$ cat src/rtl/mult_div_unit_if.sv
// Operand, control and result signals between the datapath and the
// multiply/divide unit; the unit owns Hi/Lo and the Busy/Done status.
interface mult_div_unit_if;
    logic        Start;
    logic [1:0]  Op;
    logic [31:0] SrcA;
    logic [31:0] SrcB;
    logic        HiWrite;
    logic        LoWrite;
    logic [31:0] Hi;
    logic [31:0] Lo;
    logic        Busy;
    logic        Done;

    modport master (
        output Start, Op, SrcA, SrcB, HiWrite, LoWrite,
        input  Hi, Lo, Busy, Done
    );

    modport slave (
        input  Start, Op, SrcA, SrcB, HiWrite, LoWrite,
        output Hi, Lo, Busy, Done
    );
endinterface

$ cat src/rtl/mult_div_unit.sv
// Iterative MIPS-style HI/LO unit: 32-step shift-add multiply and restoring
// divide on operand magnitudes, sign-corrected once at the end.
module mult_div_unit (
    input logic             CLK,
    input logic             RST,
    mult_div_unit_if.slave  bus
);
    typedef enum logic [1:0] {IDLE, CALC, FINISH} stateType;

    stateType    state;
    logic [1:0]  opReg;
    logic [31:0] opA;
    logic [31:0] opB;
    logic [31:0] accHi;
    logic [31:0] accLo;
    logic [5:0]  count;
    logic [31:0] hiReg;
    logic [31:0] loReg;
    logic        busyReg;
    logic        doneReg;

    function automatic logic [31:0] magnitude(input logic [31:0] v, input logic isSigned);
        return (isSigned && v[31]) ? -v : v;
    endfunction

    logic        isSigned;
    logic        isDiv;
    logic        negA;
    logic        negB;
    logic [31:0] magA;
    logic [31:0] magB;
    logic [32:0] mulSum;
    logic [32:0] divShift;
    logic [33:0] divDiff;
    logic [63:0] product;
    logic [63:0] signedProduct;
    logic [31:0] quotient;
    logic [31:0] remainder;

    // Op[0]=0 selects the signed variants (MULT/DIV); Op[1] selects divide.
    assign isSigned      = ~opReg[0];
    assign isDiv         = opReg[1];
    assign negA          = isSigned & opA[31];
    assign negB          = isSigned & opB[31];
    assign magA          = magnitude(opA, isSigned);
    assign magB          = magnitude(opB, isSigned);
    assign mulSum        = {1'b0, accHi} + (accLo[0] ? {1'b0, magA} : 33'd0);
    assign divShift      = {accHi, accLo[31]};
    assign divDiff       = {1'b0, divShift} - {2'b00, magB};
    assign product       = {accHi, accLo};
    assign signedProduct = (negA ^ negB) ? -product : product;
    assign quotient      = (negA ^ negB) ? -accLo : accLo;
    assign remainder     = negA ? -accHi : accHi;

    assign bus.Hi   = hiReg;
    assign bus.Lo   = loReg;
    assign bus.Busy = busyReg;
    assign bus.Done = doneReg;

    // Multiply keeps the multiplier in accLo and shifts the product in from
    // the top; divide shifts dividend bits out of accLo and quotient bits in.
    always_ff @(posedge CLK) begin
        if (RST) begin
            state   <= IDLE;
            opReg   <= 2'b00;
            opA     <= 32'd0;
            opB     <= 32'd0;
            accHi   <= 32'd0;
            accLo   <= 32'd0;
            count   <= 6'd0;
            hiReg   <= 32'd0;
            loReg   <= 32'd0;
            busyReg <= 1'b0;
            doneReg <= 1'b0;
        end else begin
            doneReg <= 1'b0;
            case (state)
                IDLE: begin
                    if (bus.Start) begin
                        opReg   <= bus.Op;
                        opA     <= bus.SrcA;
                        opB     <= bus.SrcB;
                        accHi   <= 32'd0;
                        accLo   <= bus.Op[1] ? magnitude(bus.SrcA, ~bus.Op[0])
                                             : magnitude(bus.SrcB, ~bus.Op[0]);
                        count   <= 6'd0;
                        busyReg <= 1'b1;
                        state   <= CALC;
                    end else begin
                        if (bus.HiWrite) hiReg <= bus.SrcA;
                        if (bus.LoWrite) loReg <= bus.SrcA;
                    end
                end
                CALC: begin
                    if (isDiv) begin
                        if (!divDiff[33]) begin
                            accHi <= divDiff[31:0];
                            accLo <= {accLo[30:0], 1'b1};
                        end else begin
                            accHi <= divShift[31:0];
                            accLo <= {accLo[30:0], 1'b0};
                        end
                    end else begin
                        accHi <= mulSum[32:1];
                        accLo <= {mulSum[0], accLo[31:1]};
                    end
                    count <= count + 6'd1;
                    if (count == 6'd31) state <= FINISH;
                end
                FINISH: begin
                    // A zero divisor still takes the full latency, then reports all-ones/dividend.
                    if (isDiv && opB == 32'd0) begin
                        hiReg <= opA;
                        loReg <= 32'hFFFF_FFFF;
                    end else if (isDiv) begin
                        hiReg <= remainder;
                        loReg <= quotient;
                    end else begin
                        hiReg <= signedProduct[63:32];
                        loReg <= signedProduct[31:0];
                    end
                    busyReg <= 1'b0;
                    doneReg <= 1'b1;
                    state   <= IDLE;
                end
                default: state <= IDLE;
            endcase
        end
    end
endmodule

$ cat src/flat_wrapper.sv
// flat-port wrapper written by rule: the top's interface ports become plain ports
module mult_div_unit_flat 
  (CLK, RST, bus_Start, bus_Op, bus_SrcA, bus_SrcB, bus_HiWrite, bus_LoWrite, bus_Hi, bus_Lo, bus_Busy, bus_Done);
  mult_div_unit_if bus_i ();
  input logic CLK;
  input logic RST;
  input wire logic [$bits(bus_i.Start)-1:0] bus_Start;
  input wire logic [$bits(bus_i.Op)-1:0] bus_Op;
  input wire logic [$bits(bus_i.SrcA)-1:0] bus_SrcA;
  input wire logic [$bits(bus_i.SrcB)-1:0] bus_SrcB;
  input wire logic [$bits(bus_i.HiWrite)-1:0] bus_HiWrite;
  input wire logic [$bits(bus_i.LoWrite)-1:0] bus_LoWrite;
  output wire logic [$bits(bus_i.Hi)-1:0] bus_Hi;
  output wire logic [$bits(bus_i.Lo)-1:0] bus_Lo;
  output wire logic [$bits(bus_i.Busy)-1:0] bus_Busy;
  output wire logic [$bits(bus_i.Done)-1:0] bus_Done;
  assign bus_i.Start = bus_Start;
  assign bus_i.Op = bus_Op;
  assign bus_i.SrcA = bus_SrcA;
  assign bus_i.SrcB = bus_SrcB;
  assign bus_i.HiWrite = bus_HiWrite;
  assign bus_i.LoWrite = bus_LoWrite;
  assign bus_Hi = bus_i.Hi;
  assign bus_Lo = bus_i.Lo;
  assign bus_Busy = bus_i.Busy;
  assign bus_Done = bus_i.Done;
  mult_div_unit u_core (.CLK(CLK), .RST(RST), .bus(bus_i));
endmodule
$ cat config.mk
export PLATFORM = sky130hd
export DESIGN_NAME = mult_div_unit_flat
export DESIGN_NICKNAME = d
export VERILOG_FILES = /design/src/rtl/mult_div_unit_if.sv /design/src/rtl/mult_div_unit.sv /design/src/flat_wrapper.sv
export SDC_FILE = /design/constraint.sdc
export NUM_CORES = 1
export LEC_CHECK = 0
export CORE_ASPECT_RATIO = 1.1
export CORE_MARGIN = 2
export CORE_UTILIZATION = 57
export CTS_CLUSTER_SIZE = 40
export DETAILED_ROUTE_END_ITERATION = 8
export PLACE_DENSITY = 0.84
export RECOVER_POWER = 100
export SLEW_MARGIN = 20
export SYNTH_ARGS = -nofsm -noshare
export SYNTH_HDL_FRONTEND = slang
export SYNTH_SLANG_ARGS = --single-unit
$ cat constraint.sdc
create_clock -name CLK -period 7.3 [get_ports CLK]
set_clock_uncertainty 0.05 [all_clocks]
set_input_delay 0.73 -clock CLK [delete_from_list [all_inputs] [get_ports CLK]]
set_output_delay 0.73 -clock CLK [all_outputs]
set_load 0.05 [all_outputs]
==> results of run 1 <==
[placed cells by master, fill, tap and decap left out, types with 58 or more instances in the layout]
cell type	instances
o21ai_0	142
xor2_1	103
a211oi_1	83
nand2_1	317
clkdlybuf4s50_1	67
xnor2_1	117
ha_1	71
a21oi_1	257
nor2_1	250
dlygate4sd3_1	67
dfxtp_1	203
nor3_1	58
[tightest hold or removal path: cells and delay by family (launching register included)]
family	cells	cell delay, ns
and+or+nand+nor	1	0.05
DFF	1	0.30
AOI/OAI and AO/OA	1	0.05
[routing by layer]
metal	part of all wire (%)	wire, um	global-route usage [%]	vias up
met5	0	0	0	-
li1	-	-	-	8452
met4	8.0	4890	26.4	0
met3	8.8	5390	6.35	286
met2	46	28000	63.1	965
met1	38	23100	45.7	8536
[area by class of cell]
cell class	instances	area (um^2)	share of cell area [%]
Clock inverter	11	140	0.741
Tap cell	368	460	2.44
Clock buffer	32	702	3.71
Multi-Input combinational cell	1922	11900	62.9
Sequential cell	204	4090	21.6
Timing Repair Buffer	158	1490	7.90
Inverter	33	124	0.655
[Yosys cell counts, types with 14 or more instances]
cell type  number  area (um^2)
nand2b_1       17          106
nor4_1         23          144
ha_1           71          888
o21a_1         14          105
dfxtp_1       204         4080
inv_1          32          120
nand3_1        34          170
a31oi_1        25          156
o31ai_1        30          225
o221ai_1       39          342
clkbuf_1      142          533
a21o_1         42          315
xor2_1        103          902
xnor2_1       117         1020
nor2_1        253          950
o21ai_0       142          711
or3_1          23          144
mux2i_1        45          450
nand2_1       317         1190
buf_1          19         71.3
a22oi_1        17          128
nor3_1         57          285
o211ai_1       21          158
a211oi_1       83          623
a21oi_1       257         1290
[worst min path at each step]
stage | slack (ns) | startpoint | endpoint | cells after the start
final | 0.40 | u_core.bus.Lo[13] | u_core.bus.Lo[13] | 2
after global routing | 0.43 | u_core.bus.Lo[10] | u_core.bus.Lo[10] | 2
after CTS | 0.40 | u_core.bus.Lo[23] | u_core.bus.Lo[23] | 2
after detailed placement | 0.40 | u_core.bus.Lo[3] | u_core.bus.Lo[3] | 2
after global placement | 0.39 | u_core.bus.Lo[10] | u_core.bus.Lo[10] | 2
after floorplan | 0.39 | u_core.count[5] | u_core.count[5] | 1
[power by group]
| group | internal (mW) | total [mW] | switching [mW] | leakage (nW) |
|---|---|---|---|---|
| combinational | 0.434 | 1.21 | 0.771 | 5.37 |
| sequential | 1.18 | 1.29 | 0.110 | 1.67 |
| clock | 0.781 | 1.29 | 0.507 | 0.417 |
| total | 2.40 | 3.78 | 1.39 | 7.45 |
[metrics by stage]
stage	worst slack [ns]	power (mW)	hold slack, ns
final	1.43	3.78	0.398
after detailed placement	1.82	2.48	0.397
after floorplan	2.63	2.11	0.388
after CTS	1.81	3.75	0.404
after global routing	1.25	3.92	0.427
after global placement	1.91	2.46	0.393
[cell families (layout without fill, tap and decap cells)]
| group | after synthesis | in the layout | share of synthesized area (%) |
|---|---|---|---|
| fa+ha+maj | 73 | 73 | 5.55 |
| simple gates | 817 | 817 | 21.9 |
| compound gates | 765 | 765 | 29.2 |
| buf+inv | 203 | 234 | 4.66 |
| xor+xnor | 220 | 220 | 11.5 |
| flops | 204 | 204 | 24.4 |
| mux | 47 | 47 | 2.83 |
[registers in the layout, summed over array words and instances, names as in the netlist]
name / cells
u_core.accLo: 32
u_core.bus.Hi: 32
u_core.bus.Done: 1
u_core.opReg: 2
u_core.bus.Lo: 32
u_core.count: 6
u_core.state: 2
u_core.accHi: 32
u_core.opA: 32
u_core.opB: 32
u_core.bus.Busy: 1
==> impl_metrics.tcl, run 1 <==
set metrics [dict create \
    status "finished, violations left" \
    violations "capacitance limit, slew limit" \
    std_cell_rows 65 \
    ys_seq_area_share_pct 24.4 \
    ys_ff_latch 204 \
    syn_area_um2 16700 \
    post_drt_wl_per_cell_um 22.5 \
    insertion_delay_ns 0.53 \
    p_leak_nw 7.45 \
    r2r-end "u_core.accLo[14]" \
    hold_path_class "flip-flop to flip-flop" \
    area_growth_pct 13.0 \
    dieWidth_um 167 \
    worstSetupStartpointType "primary input" \
    ir_worst_vdd_uv 228 \
    die_h_um 184 \
    synth_edf_count 0 \
    ys_warn_count 0 \
    post_cts_buffers 0 \
    rrSetupSlack_ns 1.52 \
    drc_errors 0 \
    rsz0062_at_grt "no" \
    synth_cell_types 74 \
    grt_pass1_vias 16900 \
    slew_headroom_pct -138 \
    design.die.area_um2 30700 \
    ctsHoldBuffers 0 \
    crit_family "buffers and inverters" \
    async_flop_share_pct 0 \
    core_area_um2 28800 \
    clkTransAtPathRegs_ns 0.06 \
    cp.required_ns 7.64 \
    avgViaCountPerCell 6.69 \
    layout-drive-gt1-share_pct 3.64 \
    dp_hpwl_um 45800 \
    grt_first_pass_wirelength_um 92900 \
    path_cells "dlygate4sd3_1 > nand3b_1 > clkbuf_1 > clkbuf_1 > a211oi_1 > a211oi_1" \
    numCtsBuffers 24 \
    clockBufferDepth 3 \
    h-tree-depth 1 \
    antenna_left 0 \
    track_usage_pct 38.2 \
    fillers 2589 \
    crit_fanout 81 \
    rr_worst_depth 5 \
    endpoint "u_core.accLo[14]" \
    worst-path-stages 6 \
    cts_tree "built" \
    worstMarginPinSlew_ns 3.58 \
    dp.cells 2685 \
    grt_max_degree 84 \
    netlist_instances 2329 \
    cts-resized-gates 0 \
    fin_crit_sh_pct 80.5 \
    instances_no_fill 2728 \
    drt_iter0_drc 1882 \
    end_kind "flip-flop" \
    dominantRegCellSynth "dfxtp_1" \
    final-max-slew-violation-count 384 \
    hold_viol 0 \
    n_antenna_cell 0 \
    fin_util_pct 65.6 \
    final_nets 2487 \
    drt-pass1-iter-count 6 \
    worstSetupStartpoint "bus_Start" \
    path_buf_inv 3 \
    powerDensity_nw_per_um2 200 \
    critical_path_class "primary input to flip-flop" \
    root_buffer "clkbuf_16" \
    dpl_cell_area_um2 18100 \
    finalCriticalPeriod_ns 5.87 \
    cp.arrival_ns 6.22 \
    max-cap-violations 6 \
    cp_slowest_stage_delay_ns 2.57 \
    port_buffers 136 \
    r2r_start "u_core.state[1]" \
    start_util_pct 58.1 \
    grt-ovfl-total 0 \
    syn_avg_cell_area_um2 7.18 \
    fmax_mhz 170 \
    fin_area_um2 18900 \
    vias 18200 \
    antenna_found_initial 0 \
    cts_sinks 204 \
    setup_violations 0 \
    crit_path_top_delay_cell "clkbuf_1" \
    io_pins 137 \
    gp_congestion 0.979 \
    routed_wl_um 61300 \
    synth_fp_nets 2473 \
    setup_tns_ns 0 \
]
(Power assumes the default switching activity.)
==> inputs of run 2 (changes only) <==
- clock period: 7.3 -> 5.7 ns (I/O delays scaled with it)
==> run 2 against run 1 <==
  * Count of clock-buffer cells in the layout rose by 1
  * Final area shrank 0.22%
  * Clock power increased by 20%
  * Sequential share of layout area about the same
  * Combinational power rose by 28%
  * The run still ends with capacitance limit, slew limit left
  * Sequential power up 28%
  * Non-clock buffer count rose by 7
  * Wire length rose by 0.37%
  * Critical path depth increased by 10
  * Critical endpoint is now u_core.accHi[29]
  * Die area unchanged
  * Largest cell class unchanged
  * Final cell count grew 0.18%
  * Register-to-register slack lost 1.1 ns
==> impl_metrics.tcl, run 2 (same netlist as run 1, synthesis figures left out) <==
set metrics [dict create \
    layout-drive-gt1-share_pct 3.39 \
    post_drt_wl_per_cell_um 22.5 \
    slew_headroom_pct -124 \
    rsz0062_at_grt "no" \
    hold_path_class "primary input to flip-flop" \
    r2r-end "u_core.accHi[29]" \
    grt_first_pass_wirelength_um 93000 \
    antenna_left 0 \
    worstSetupStartpointType "flip-flop" \
    routed_wl_um 61600 \
    grt_pass1_vias 16700 \
    drt_iter0_drc 1994 \
    multi_input_comb_area_um2 11800 \
    design.die.area_um2 30700 \
    cts-resized-gates 0 \
    setup_tns_ns 0 \
    fin_crit_sh_pct 92.2 \
    clockBufferDepth 3 \
    cp.required_ns 6.07 \
    ctsHoldBuffers 0 \
    start_util_pct 58.1 \
    min_path_cells 2 \
    final-max-slew-violation-count 353 \
    cp.arrival_ns 5.63 \
    ir_worst_vdd_uv 252 \
    io_pins 137 \
    worstMarginPinSlew_ns 3.36 \
    cp_slowest_stage_delay_ns 0.67 \
    dp_hpwl_um 46100 \
    final_nets 2492 \
    violations "capacitance limit, slew limit" \
    port_buffers 136 \
    die_h_um 184 \
    fillers 2618 \
    numCtsBuffers 22 \
    final_cell_mix "317 x nand2_1, 257 x a21oi_1, 252 x nor2_1" \
    cts_sinks 204 \
    path_cells "or3_1 > or4_1 > o21ai_0 > xor2_1 > ha_1 > a21oi_1 > nand2_1 > a221o_1 > o21a_1 > or4b_2 > o21ai_0 > a22o_2 > buf_4 > mux2i_1 > o21ai_0 > a22o_1" \
    finalCriticalPeriod_ns 5.26 \
    critical_path_class "flip-flop to flip-flop" \
    antenna_found_initial 1 \
    root_buffer "clkbuf_16" \
    grt-ovfl-total 0 \
    crit_family "compound AO/OA/AOI/OAI gates" \
    area_growth_pct 12.7 \
    insertion_delay_ns 0.53 \
    rrSetupSlack_ns 0.44 \
    h-tree-depth 1 \
    track_usage_pct 38.3 \
    layout_commonest_cell "nand2_1" \
    drt-pass1-iter-count 7 \
    min_from "RST" \
    fmax_mhz 190 \
    setup_violations 0 \
    crit_path_top_delay_cell "or4b_2" \
    drc_errors 0 \
    register_area_um2 4090 \
    end_kind "flip-flop" \
    dieWidth_um 167 \
    path_common_cell "o21ai_0" \
    post_cts_buffers 0 \
    path_buf_inv 1 \
    p_leak_nw 7.45 \
    min_to "u_core.accLo[0]" \
    clkTransAtPathRegs_ns 0.06 \
    crit_fanout 19 \
    powerDensity_nw_per_um2 252 \
    setup_ws_ns 0.443 \
    cts_tree "built" \
    max-cap-violations 6 \
    avgViaCountPerCell 6.69 \
    r2r_start "u_core.opB[2]" \
    status "finished, violations left" \
    grt_max_degree 95 \
    hold_viol 0 \
    gp_congestion 0.949 \
    core_area_um2 28800 \
    rr_worst_depth 16 \
    std_cell_rows 65 \
    vias 18300 \
    place_ws_ns 0.529 \
    fin_util_pct 65.5 \
]
-- run 2: how the worst max path moves through the flow --
stage	endpoint	from	cells past startpoint	slack [ns]
2_1_floorplan	u_core.accHi[13]	u_core.opB[2]	15	1.03
3_3_place_gp	u_core.accHi[29]	u_core.opB[2]	15	0.66
3_5_place_dp	u_core.accHi[29]	u_core.opB[2]	16	0.53
4_1_cts	u_core.accHi[29]	u_core.opB[2]	16	0.48
5_1_grt	u_core.accHi[29]	u_core.opB[2]	17	0.07
6_report	u_core.accHi[29]	u_core.opB[2]	16	0.44
-- run 2: stage by stage --
stage                     power [mW]  instances  hold WS [ns]  area [um^2]
final                           4.74       2733         0.295        18900
after detailed placement        3.19       2692         0.396        18200
after global placement          3.17       2692         0.393        18200
after floorplan                 2.70       2329         0.388        16700
after CTS                       4.71       2731         0.283        18900
after global routing            4.92       2731         0.293        18900
-- run 2: power breakdown --
| group | switching (mW) | internal (mW) | total, mW | leakage, nW |
|---|---|---|---|---|
| logic | 0.985 | 0.560 | 1.55 | 5.39 |
| clock network | 0.621 | 0.928 | 1.55 | 0.384 |
| registers | 0.138 | 1.51 | 1.65 | 1.67 |
| total | 1.74 | 3.00 | 4.74 | 7.45 |
-- run 2: final cells by class --
cell class / count / area share (%)
clock buffers: 33 / 3.68
diodes: 2 / 0.0265
flip-flops and latches: 204 / 21.7
repair buffers: 165 / 8.25
well taps: 368 / 2.44
inverters: 33 / 0.657
clock inverters: 6 / 0.458
multi-input cells: 1922 / 62.8
-- run 2: per-layer routing --
metal / wire length, um / global-route usage (%)
met4: 3800 / 20.5
met5: 0 / 0
met2: 29100 / 65.2
met3: 5240 / 4.89
met1: 23500 / 47.3
==> inputs of run 3 (changes only) <==
- MAX_ROUTING_LAYER: not set -> met4
==> run 3 against run 2 <==
  * The flow still finishes with violations (capacitance limit, slew limit)
  * Via count down 0.42%
  * Sequential power about the same
  * Utilization up 0.14 points
  * Critical path type is now primary input to flip-flop
  * First-iteration DRC count up 8.4%
  * Worst hold slack better by 0.10 ns
  * Register-to-register slack better by 0.04 ns
  * Global-route usage up 1.8 points
==> impl_metrics.tcl, run 3 (same netlist as run 1, synthesis figures left out) <==
set metrics [dict create \
    clockBufferDepth 3 \
    worstMarginPinSlew_ns 3.52 \
    io_pins 137 \
    cp.arrival_ns 5.49 \
    die_h_um 184 \
    area_growth_pct 13.0 \
    min_to "u_core.bus.Lo[29]" \
    grt_use_met1_pct 48.0 \
    track_usage_pct 40.1 \
    critical_path_class "primary input to flip-flop" \
    setup_violations 0 \
    p_sw_mw 1.78 \
    clkTransAtPathRegs_ns 0.06 \
    rrSetupSlack_ns 0.48 \
    rsz0062_at_grt "no" \
    status "finished, violations left" \
    post_drt_wl_per_cell_um 22.7 \
    insertion_delay_ns 0.54 \
    min_path_cells 2 \
    post_cts_buffers 0 \
    final_nets 2492 \
    grt-ovfl-total 0 \
    final_cell_mix "317 x nand2_1, 257 x a21oi_1, 251 x nor2_1" \
    grtUsageMet3_pct 5.30 \
    end_kind "flip-flop" \
    crit_fanout 61 \
    grt_max_degree 80 \
    avgViaCountPerCell 6.66 \
    pwr-share-clk_pct 32.9 \
    p_leak_nw 7.45 \
    powerDensity_nw_per_um2 252 \
    antenna_found_initial 0 \
    intPower_mw 2.99 \
    use_met2_pct 65.6 \
    grt_pass1_vias 17000 \
    cts_sinks 204 \
    setup_tns_ns 0 \
    port_buffers 136 \
    cts_tree "built" \
    hold_viol 0 \
    layout_commonest_cell "nand2_1" \
    finalCriticalPeriod_ns 5.24 \
    fmax_mhz 191 \
    r2r-end "u_core.accHi[18]" \
    dieWidth_um 167 \
    ir_worst_vdd_uv 258 \
    comb_power_share_pct 32.4 \
    cp_slowest_stage_delay_ns 2.06 \
    numCtsBuffers 24 \
    p_sw_share_pct 37.3 \
    slew_headroom_pct -135 \
    max-cap-violations 7 \
    path_common_cell "clkbuf_1" \
    violations "capacitance limit, slew limit" \
    drc_errors 0 \
    design.die.area_um2 30700 \
    ctsHoldBuffers 0 \
    hold_path_class "flip-flop to flip-flop" \
    fin_crit_sh_pct 91.9 \
    worstSetupStartpointType "primary input" \
    final-max-slew-violation-count 356 \
    std_cell_rows 65 \
    min_from "u_core.bus.Lo[29]" \
    n_antenna_cell 0 \
    root_buffer "clkbuf_16" \
    grt_first_pass_wirelength_um 94700 \
    gp_congestion 0.989 \
    r2r_start "u_core.opB[2]" \
    start_util_pct 58.1 \
    layout-drive-gt1-share_pct 3.64 \
    cts-resized-gates 0 \
    h-tree-depth 1 \
    rr_worst_depth 15 \
    drt_iter0_drc 2161 \
    drt-pass1-iter-count 8 \
    p_seq_share_pct 34.7 \
    routed_wl_um 62000 \
    whs_ns 0.398 \
    antenna_left 0 \
    fillers 2586 \
    crit_path_top_delay_cell "clkbuf_1" \
    vias 18200 \
    path_cells "buf_4 > clkbuf_1 > clkbuf_1 > nor2_1 > nand2_1 > o21ai_0" \
    dp_hpwl_um 46200 \
    core_area_um2 28800 \
    cp.required_ns 5.95 \
    top_usage_layer "met2" \
]
## run 3: cell types whose count changed in the layout (fill, tap and decap cells not counted), moves of 2 or more
cell	before	now
clkbuf_16	23	25
clkinvlp_4	1	5
clkbuf_1	8	10
diode_2	2	0
clkbuf_8	8	2
## run 3: critical path: cells and delay by family
| kind | cells | cell delay, ns |
|---|---|---|
| simple gates | 2 | 0.40 |
| buf+inv | 3 | 4.35 |
| compound gates | 1 | 0.10 |
## run 3: area by class of cell
type | instances | area [um^2] | share of cell area, %
multi-input cells | 1922 | 11900 | 62.9
flip-flops and latches | 204 | 4090 | 21.6
repair buffers | 163 | 1550 | 8.19
clock buffers | 32 | 672 | 3.55
well taps | 368 | 460 | 2.44
inverters | 33 | 124 | 0.655
clock inverters | 11 | 121 | 0.642
## run 3: metal layers
layer / vias to the layer above / part of all wire, %
li1: 8475 / -
met1: 8502 / 38
met2: 976 / 46
met3: 254 / 8.8
met4: 0 / 6.6
met5: - / 0
## run 3: stage by stage
stage | utilization [%] | std cells | area (um^2) | setup WS (ns) | total power, mW
floorplan | - | 2329 | 16700 | 1.03 | 2.70
global placement | 63.0 | 2690 | 18100 | 0.662 | 3.17
detailed placement | 63.0 | 2690 | 18100 | 0.559 | 3.18
CTS | 65.8 | 2733 | 18900 | 0.542 | 4.72
global route | 65.6 | 2733 | 18900 | 0.129 | 4.95
finish | 65.6 | 2733 | 18900 | 0.463 | 4.77
## run 3: worst max-delay path by stage
| stage | start | endpoint | slack (ns) | depth (start not counted) |
|---|---|---|---|---|
| 2_1_floorplan | u_core.opB[2] | u_core.accHi[13] | 1.03 | 15 |
| 3_3_place_gp | u_core.opB[2] | u_core.accHi[29] | 0.66 | 15 |
| 3_5_place_dp | u_core.opB[2] | u_core.accHi[29] | 0.56 | 15 |
| 4_1_cts | u_core.opB[2] | u_core.accHi[29] | 0.54 | 15 |
| 5_1_grt | u_core.opB[2] | u_core.accHi[29] | 0.13 | 17 |
| 6_report | RST | u_core.bus.Hi[9] | 0.46 | 6 |
## run 3: power by group through the flow
stage,clock [mW],sequential (mW),combinational (mW)
final,1.57,1.66,1.55
after floorplan,0,1.70,1.00
after global placement,0,1.68,1.49
after CTS,1.56,1.65,1.52
after detailed placement,0,1.68,1.50
after global routing,1.62,1.66,1.66
